[src/rtl/seg7_scan_driver.sv]
`default_nettype none
// ============================================================================
// Module   : seg7_scan_driver
// Brief    : Time-multiplexed N-digit 7-segment driver with BCD decode,
//            leading-zero blanking, per-digit decimal point and blink.
// Revision : 1.0 - initial release
// ============================================================================
module seg7_scan_driver #(
    parameter int DIGITS       = 4,
    parameter int DIV          = 50000,
    parameter int BLINK_FRAMES = 250
) (
    input  logic                  clk,
    input  logic                  rst,
    input  logic                  en,
    input  logic [4*DIGITS-1:0]   bcd_in,
    input  logic [DIGITS-1:0]     dp_in,
    input  logic [DIGITS-1:0]     blink_mask,
    input  logic                  lzb_en,
    output logic [7:0]            seg,
    output logic [DIGITS-1:0]     an,
    output logic                  frame_tick
);

    localparam int c_PW = (DIV > 1)          ? $clog2(DIV)          : 1;
    localparam int c_IW = (DIGITS > 1)       ? $clog2(DIGITS)       : 1;
    localparam int c_BW = (BLINK_FRAMES > 1) ? $clog2(BLINK_FRAMES) : 1;

    logic [c_PW-1:0]       r_presc;
    logic [c_IW-1:0]       r_idx;
    logic [c_BW-1:0]       r_bcnt;
    logic                  r_phase;
    logic [4*DIGITS-1:0]   r_bcd;
    logic [DIGITS-1:0]     r_dp;
    logic [DIGITS-1:0]     r_blink;
    logic                  r_lzb;
    logic [7:0]            r_seg;
    logic [DIGITS-1:0]     r_an;
    logic                  r_frame_tick;

    logic                  w_slot_tick;
    logic                  w_last;
    logic                  w_frame_start;
    logic                  w_bcnt_wrap;
    logic [c_IW-1:0]       w_idx_next;
    logic                  w_phase_next;
    logic [4*DIGITS-1:0]   w_bcd_v;
    logic [DIGITS-1:0]     w_dp_v;
    logic [DIGITS-1:0]     w_blink_v;
    logic                  w_lzb_v;
    logic [DIGITS:0]       w_lead;
    logic [3:0]            w_code;
    logic [6:0]            w_hi;
    logic                  w_blank_lz;
    logic [7:0]            w_seg_next;
    logic [DIGITS-1:0]     w_an_next;

    assign w_slot_tick   = (r_presc == c_PW'(DIV - 1));
    assign w_last        = (r_idx == c_IW'(DIGITS - 1));
    assign w_frame_start = w_slot_tick && w_last;
    assign w_bcnt_wrap   = (r_bcnt == c_BW'(BLINK_FRAMES - 1));

    // The output registers load on the same edge the index/snapshot change,
    // so everything they see is the "next" view of the state.
    assign w_idx_next   = w_slot_tick ? (w_last ? '0 : r_idx + c_IW'(1)) : r_idx;
    assign w_phase_next = (w_frame_start && w_bcnt_wrap) ? ~r_phase : r_phase;
    assign w_bcd_v      = w_frame_start ? bcd_in     : r_bcd;
    assign w_dp_v       = w_frame_start ? dp_in      : r_dp;
    assign w_blink_v    = w_frame_start ? blink_mask : r_blink;
    assign w_lzb_v      = w_frame_start ? lzb_en     : r_lzb;

    // w_lead[i]: digit i and every digit above it are zero.
    always_comb begin
        w_lead         = '0;
        w_lead[DIGITS] = 1'b1;
        for (int i = DIGITS - 1; i >= 0; i--) begin
            w_lead[i] = w_lead[i+1] && (w_bcd_v[4*i +: 4] == 4'd0);
        end
    end

    assign w_code     = w_bcd_v[4*w_idx_next +: 4];
    assign w_blank_lz = w_lzb_v && (w_idx_next != '0) && w_lead[w_idx_next];

    always_comb begin
        w_hi = 7'h00;
        case (w_code)
            4'd0:    w_hi = 7'h7E;
            4'd1:    w_hi = 7'h30;
            4'd2:    w_hi = 7'h6D;
            4'd3:    w_hi = 7'h79;
            4'd4:    w_hi = 7'h33;
            4'd5:    w_hi = 7'h5B;
            4'd6:    w_hi = 7'h5F;
            4'd7:    w_hi = 7'h70;
            4'd8:    w_hi = 7'h7F;
            4'd9:    w_hi = 7'h7B;
            4'd11:   w_hi = 7'h01;
            default: w_hi = 7'h00;
        endcase
    end

    always_comb begin
        w_seg_next = {~(w_blank_lz ? 7'h00 : w_hi), ~w_dp_v[w_idx_next]};
        if (w_phase_next && w_blink_v[w_idx_next]) begin
            w_seg_next = 8'hFF;
        end
        w_an_next = ~(DIGITS'(1) << w_idx_next);
    end

    always_ff @(posedge clk) begin
        if (rst) begin
            r_presc      <= '0;
            r_idx        <= '0;
            r_bcnt       <= '0;
            r_phase      <= 1'b0;
            r_bcd        <= '0;
            r_dp         <= '0;
            r_blink      <= '0;
            r_lzb        <= 1'b0;
            r_seg        <= 8'hFF;
            r_an         <= '1;
            r_frame_tick <= 1'b0;
        end else begin
            r_presc      <= w_slot_tick ? '0 : r_presc + c_PW'(1);
            r_idx        <= w_idx_next;
            r_phase      <= w_phase_next;
            r_frame_tick <= w_frame_start;
            if (w_frame_start) begin
                r_bcnt  <= w_bcnt_wrap ? '0 : r_bcnt + c_BW'(1);
                r_bcd   <= bcd_in;
                r_dp    <= dp_in;
                r_blink <= blink_mask;
                r_lzb   <= lzb_en;
            end
            if (en) begin
                r_seg <= w_seg_next;
                r_an  <= w_an_next;
            end else begin
                r_seg <= 8'hFF;
                r_an  <= '1;
            end
        end
    end

    assign seg        = r_seg;
    assign an         = r_an;
    assign frame_tick = r_frame_tick;

endmodule
`default_nettype wire

[config.mk]
export PLATFORM = sky130hd
export DESIGN_NAME = seg7_scan_driver
export DESIGN_NICKNAME = d
export VERILOG_FILES = /design/src/rtl/seg7_scan_driver.sv
export SDC_FILE = /design/constraint.sdc
export NUM_CORES = 1
export LEC_CHECK = 0
export CAP_MARGIN = 20
export CORE_MARGIN = 1
export CORE_UTILIZATION = 55
export DETAILED_ROUTE_END_ITERATION = 10
export GPL_ROUTABILITY_DRIVEN = 0
export GPL_TIMING_DRIVEN = 0
export PLACE_DENSITY = 0.82
export SKIP_CTS_REPAIR_TIMING = 1
export SLEW_MARGIN = 20
export SYNTH_ARGS = -nofsm -noshare
export SYNTH_HDL_FRONTEND = slang
export SYNTH_SLANG_ARGS = --single-unit
export TNS_END_PERCENT = 30
[constraint.sdc]
create_clock -name clk -period 4.6 [get_ports clk]
set_clock_uncertainty 0.05 [all_clocks]
set_input_delay 0.92 -clock clk [delete_from_list [all_inputs] [get_ports clk]]
set_output_delay 0.92 -clock clk [all_outputs]
set_load 0.05 [all_outputs]
==> results of run 1 <==
cell type report:
type | count | share of cell area [%]
tap | 72 | 2.35
timing repair buffer | 39 | 10.2
buffer | 18 | 2.15
clock inverter | 3 | 1.11
sequential | 65 | 33.9
clock buffer | 11 | 3.69
inverter | 12 | 1.17
multi-input combinational | 282 | 45.4
worst max-delay path, delay by kind of cell (launching register included):
| kind | cells | cell delay, ns |
|---|---|---|
| buf+inv | 1 | 0.15 |
| mux | 1 | 0.81 |
| fa+ha+maj | 1 | 0.23 |
| flops | 1 | 0.35 |
| compound gates | 2 | 0.49 |
| simple gates | 5 | 1.65 |
kinds of logic after synthesis:
| group | after synthesis | share of synthesized area (%) |
|---|---|---|
| AND/OR/NAND/NOR | 166 | 25.5 |
| AO/OA/AOI/OAI | 69 | 14.4 |
| flip-flops | 65 | 41.0 |
| buffers and inverters | 30 | 4.02 |
| XOR/XNOR | 19 | 5.25 |
| multiplexers | 18 | 5.76 |
| adder cells (fa/ha/maj) | 10 | 3.95 |
power breakdown:
part,switching [mW],internal [mW]
Clock,0.209,0.258
Sequential,0.00268,0.568
Combinational,0.0325,0.0309
flip-flops by register name (all words and copies together) (netlist names):
register    cells
r_bcd          16
r_presc        16
r_bcnt          8
seg             8
an              4
r_blink         4
r_dp            4
r_idx           2
frame_tick      1
r_lzb           1
r_phase         1
stage by stage:
stage                     worst slack, ns  utilization (%)  hold WS (ns)  cells
final                               0.756             69.2         0.402    502
after global routing                0.580             69.2         0.435    502
after CTS                           0.785             69.2         0.406    502
after detailed placement            0.798             65.9         0.389    488
after global placement              0.885             65.9         0.379    488
after floorplan                      1.41                -         0.368    377
per-layer routing:
metal  wire length, um  up-vias
met5                 0        -
met4               153        0
met3               514       15
met2              3210       97
met1              3210     1309
li1                  -     1404
synthesized netlist by cell type (all sizes together) (5+ instances only):
cell	count	share of area (%)
a211oi	10	3.1
a21oi	32	5.2
and3	5	0.99
clkbuf	15	1.8
dfxtp	65	41
ha	10	3.9
inv	12	1.4
mux2i	16	5.1
nand2	66	7.8
nand3	18	2.8
nand4	9	1.8
nor2	34	4.0
nor2b	5	0.99
nor4	7	2.3
o21ai	14	2.3
or3	5	0.99
xnor2	6	1.7
xor2	13	3.6
how the worst max path moves through the flow:
stage,start,endpoint,slack (ns),cells past startpoint
detailed placement,r_presc[10]$_SDFF_PP0_,seg[1]$_SDFF_PP1_,0.80,10
floorplan,r_presc[10]$_SDFF_PP0_,seg[1]$_SDFF_PP1_,1.41,10
global placement,r_presc[10]$_SDFF_PP0_,seg[1]$_SDFF_PP1_,0.88,10
CTS,r_presc[11]$_SDFF_PP0_,seg[1]$_SDFF_PP1_,0.79,10
global route,r_presc[11]$_SDFF_PP0_,seg[3]$_SDFF_PP1_,0.58,13
finish,r_presc[11]$_SDFF_PP0_,seg[1]$_SDFF_PP1_,0.76,10
==> impl_metrics.json, run 1 <==
{
  "powerDensity_nw_per_um2": 287,
  "cp_max_fo": 10,
  "dieArea_sq_um": 6070,
  "register_area_sq_um": 1300,
  "ys_dominant_reg_cell": "dfxtp_1",
  "grt.busiest_layer": "met2",
  "maxSlewViolCount": 0,
  "grt_util_met2_pct": 40.4,
  "yosys_warnings": 0,
  "vias": 2825,
  "holdPathEnd": "r_presc[0]$_SDFF_PP0_",
  "maxCapViolations": 0,
  "p_leak_nw": 1.37,
  "drive_gt1_share_pct": 6.74,
  "synthToLayoutAreaGrowth_pct": 21.0,
  "cts_tree": "done",
  "rows": 27,
  "grt_max_degree": 11,
  "antenna_cells": 0,
  "synth_cell_type_count": 45,
  "drt-total-wl_mm": 7.08,
  "layout_common_cells": "66 x nand2_1, 65 x dfxtp_1, 39 x clkdlybuf4s50_1, 34 x nor2_1, 31 x a21oi_1",
  "min_path_type": "reg2reg",
  "via_per_inst": 5.63,
  "yosysSeqAreaShare_pct": 41.0,
  "final_common_cell": "nand2_1",
  "drt_iter0_drc": 141,
  "dr.pass1.iters": 5,
  "postSynthCellCount": 377,
  "cts_buffer_depth": 2,
  "grt.total_usage_pct": 25.8,
  "finalSetupViolations": 0,
  "tightest_slew_ns": 0.894,
  "critPathLaunchType": "flop",
  "core_sq_um": 5540,
  "gr-usage-met1_pct": 32.1,
  "critPathMaxStageDelay_ns": 0.81,
  "r2r_end": "seg[1]$_SDFF_PP1_",
  "hpwl_mm": 4.98,
  "synth-edff-count": 0,
  "antenna_found_initial": 0,
  "htreeDepth": 3,
  "critPathCaptureType": "flop",
  "cp.arrival_ns": 4.04,
  "clk_latency_ns": 0.34,
  "die_h_um": 77.9,
  "path_cells": "or4_4 > buf_6 > nor4_4 > mux2i_1 > nand4_1 > a21oi_1 > nor2_1 > ha_1 > or3_1 > a21o_1",
  "min_period_ns": 3.84,
  "avgSynthCellArea_sq_um": 8.41,
  "worstHoldPathCells": 1,
  "fin_tns_setup_ns": 0,
  "cts_buffers": 9,
  "grt_pass1_wl_mm": 12.2,
  "fillerInstances": 459,
  "syn_area_sq_um": 3170,
  "grt_pass1_vias": 2645,
  "cp_data_required_time_ns": 4.79,
  "ant_nets": 0,
  "min_period_over_period_pct": 83.6,
  "worstHoldStart": "r_presc[0]$_SDFF_PP0_",
  "worstReg2RegStart": "r_presc[11]$_SDFF_PP0_",
  "grt-ovfl-total": 0,
  "finalPower_mw": 1.10,
  "critPathKind": "reg2reg",
  "dpl_cell_area_sq_um": 3650,
  "status": "completed",
  "ir_worst_vdd_uv": 209,
  "wl_per_cell_um": 14.1,
  "gr-usage-met3_pct": 7.29,
  "clk_root_buffer_cell": "clkbuf_8",
  "regToRegSetupSlack_ns": 0.76,
  "drc": 0,
  "cpMaxStageDelayCell": "mux2i_1",
  "die_w_um": 77.9,
  "reg2reg_depth": 10,
  "cts_sinks": 65,
  "start_util_pct": 57.2,
  "ys_ff_latch": 65,
  "max_slew_margin_pct": 38.7,
  "rsz0062_at_grt": "no",
  "async_reset_ff_share_pct": 0,
  "cts.clk_slew.worst_paths_ns": 0.07,
  "synth_nets": 415,
  "hold_violations": 0,
  "finalNetCount": 465,
  "multiInputGateArea_sq_um": 1740,
  "final_area_sq_um": 3830,
  "fmax_mhz": 260,
  "ios": 41,
  "io_buffers": 39
}
No activity file was read; power rests on OpenSTA's default activity.
==> run 2: changes to the inputs <==
- clock period: 4.6 -> 3.61 ns (I/O delays scaled with it)
==> impl_metrics.json, run 2 (synthesis results as in run 1) <==
{
  "antenna_found_initial": 0,
  "htreeDepth": 3,
  "cts_buffers": 9,
  "drt-total-wl_mm": 7.13,
  "r2r_end": "seg[1]$_SDFF_PP1_",
  "grt.total_usage_pct": 25.8,
  "layout_common_cells": "66 x nand2_1, 65 x dfxtp_1, 39 x clkdlybuf4s50_1, 34 x nor2_1, 31 x a21oi_1",
  "status": "completed",
  "clkPwrFrac_pct": 42.5,
  "critPathLaunchType": "flop",
  "wl_per_cell_um": 14.2,
  "p_leak_nw": 1.39,
  "clk_root_buffer_cell": "clkbuf_8",
  "netSwitchingPower_mw": 0.312,
  "ir_worst_vdd_uv": 294,
  "top_regs": "r_bcd x16, r_presc x16",
  "maxUsedRoutingLayer": "met4",
  "ant_nets": 0,
  "vias": 2807,
  "final_common_cell": "nand2_1",
  "dr_wl_met3_um": 572,
  "p_seq_share_pct": 51.8,
  "holdWs_ns": 0.402,
  "dieArea_sq_um": 6070,
  "critPathMaxStageDelay_ns": 0.57,
  "ios": 41,
  "die_h_um": 77.9,
  "drive_gt1_share_pct": 7.66,
  "path_cells": "or4_4 > buf_6 > nor4_4 > mux2i_1 > nand4_1 > a21oi_1 > nor2_1 > ha_1 > or3_1 > a21o_1",
  "cts_sinks": 65,
  "maxCapViolations": 0,
  "grt_pass1_wl_mm": 12.2,
  "core_sq_um": 5540,
  "cp_max_fo": 9,
  "rows": 27,
  "m1WireLength_mm": 3.23,
  "min_period_ns": 3.45,
  "maxSlewViolCount": 0,
  "reg2reg_depth": 10,
  "fmax_mhz": 290,
  "cts_buffer_depth": 2,
  "dpl_worst_slack_ns": -0.192,
  "tightest_slew_ns": 0.667,
  "min_period_over_period_pct": 95.5,
  "pwr-share-comb_pct": 5.7,
  "cts_tree": "done",
  "worstReg2RegStart": "r_presc[11]$_SDFF_PP0_",
  "worstHoldStart": "r_presc[0]$_SDFF_PP0_",
  "dpl_cell_area_sq_um": 3650,
  "hpwl_mm": 4.98,
  "finalSetupViolations": 0,
  "grt_pass1_vias": 2645,
  "grt_max_degree": 11,
  "die_w_um": 77.9,
  "cp_data_required_time_ns": 3.80,
  "regToRegSetupSlack_ns": 0.16,
  "critPathCaptureType": "flop",
  "dr.pass1.iters": 5,
  "via_per_inst": 5.58,
  "utilization_pct": 69.8,
  "min_path_type": "reg2reg",
  "max_slew_margin_pct": 55.2,
  "intPower_mw": 1.09,
  "worstHoldPathCells": 1,
  "drc": 0,
  "finalNetCount": 466,
  "met2_length_mm": 3.20,
  "cp.arrival_ns": 3.64,
  "p_sw_share_pct": 22.2,
  "synthToLayoutAreaGrowth_pct": 22.0,
  "holdPathEnd": "r_presc[0]$_SDFF_PP0_",
  "hold_violations": 0,
  "cts.clk_slew.worst_paths_ns": 0.07,
  "grt-ovfl-total": 0,
  "setup_slack_ns": 0.163,
  "fin_tns_setup_ns": 0,
  "clk_latency_ns": 0.34,
  "antenna_cells": 0,
  "cpMaxStageDelayCell": "nor4_4",
  "critPathKind": "reg2reg",
  "start_util_pct": 57.2,
  "powerDensity_nw_per_um2": 363,
  "final_area_sq_um": 3870,
  "drt_iter0_drc": 202,
  "io_buffers": 39
}
==> run 2: worst max-delay path: cells and delay by family (launching register included) <==
family / cells / cell delay [ns]
and+or+nand+nor: 5 / 1.75
AOI/OAI and AO/OA: 2 / 0.49
DFF: 1 / 0.35
muxes: 1 / 0.30
adders and majority gates: 1 / 0.23
buffers and inverters: 1 / 0.15
==> run 2: layer usage <==
layer  global-route usage, %  up-vias
met2                    40.4      106
met5                       0        -
li1                        -     1408
met3                    7.29       16
met1                    32.1     1277
met4                    13.7        0
==> run 2: final cells by class <==
class	instances	area (sq um)
Multi-Input combinational cell	282	1760
Fill cell	450	1670
Clock inverter	3	42.5
Tap cell	72	90.1
Clock buffer	11	141
Sequential cell	65	1300
Inverter	12	45.0
Buffer	17	78.8
Timing Repair Buffer	41	405
==> run 2: worst max path at each step <==
stage                            from                 to  slack (ns)  cells after the start
6_report       r_presc[11]$_SDFF_PP0_  seg[1]$_SDFF_PP1_        0.16                     10
2_1_floorplan  r_presc[10]$_SDFF_PP0_  seg[1]$_SDFF_PP1_        0.42                     10
4_1_cts        r_presc[11]$_SDFF_PP0_  seg[1]$_SDFF_PP1_       -0.20                     10
3_5_place_dp   r_presc[10]$_SDFF_PP0_  seg[1]$_SDFF_PP1_       -0.19                     10
3_3_place_gp   r_presc[10]$_SDFF_PP0_  seg[1]$_SDFF_PP1_       -0.11                     10
5_1_grt        r_presc[11]$_SDFF_PP0_  seg[3]$_SDFF_PP1_       -0.07                     13
==> run 2: through the flow <==
step	std cells	power, mW
after floorplan	377	0.777
after global placement	488	0.823
after detailed placement	488	0.824
after CTS	502	1.41
after global routing	503	1.45
final	503	1.40
==> run 2: power by group through the flow <==
stage | Combinational, mW | Sequential, mW | Clock, mW
finish | 0.0805 | 0.727 | 0.597
global route | 0.0865 | 0.728 | 0.635
CTS | 0.0806 | 0.727 | 0.603
detailed placement | 0.0800 | 0.744 | 0
global placement | 0.0797 | 0.743 | 0
floorplan | 0.0188 | 0.758 | 0
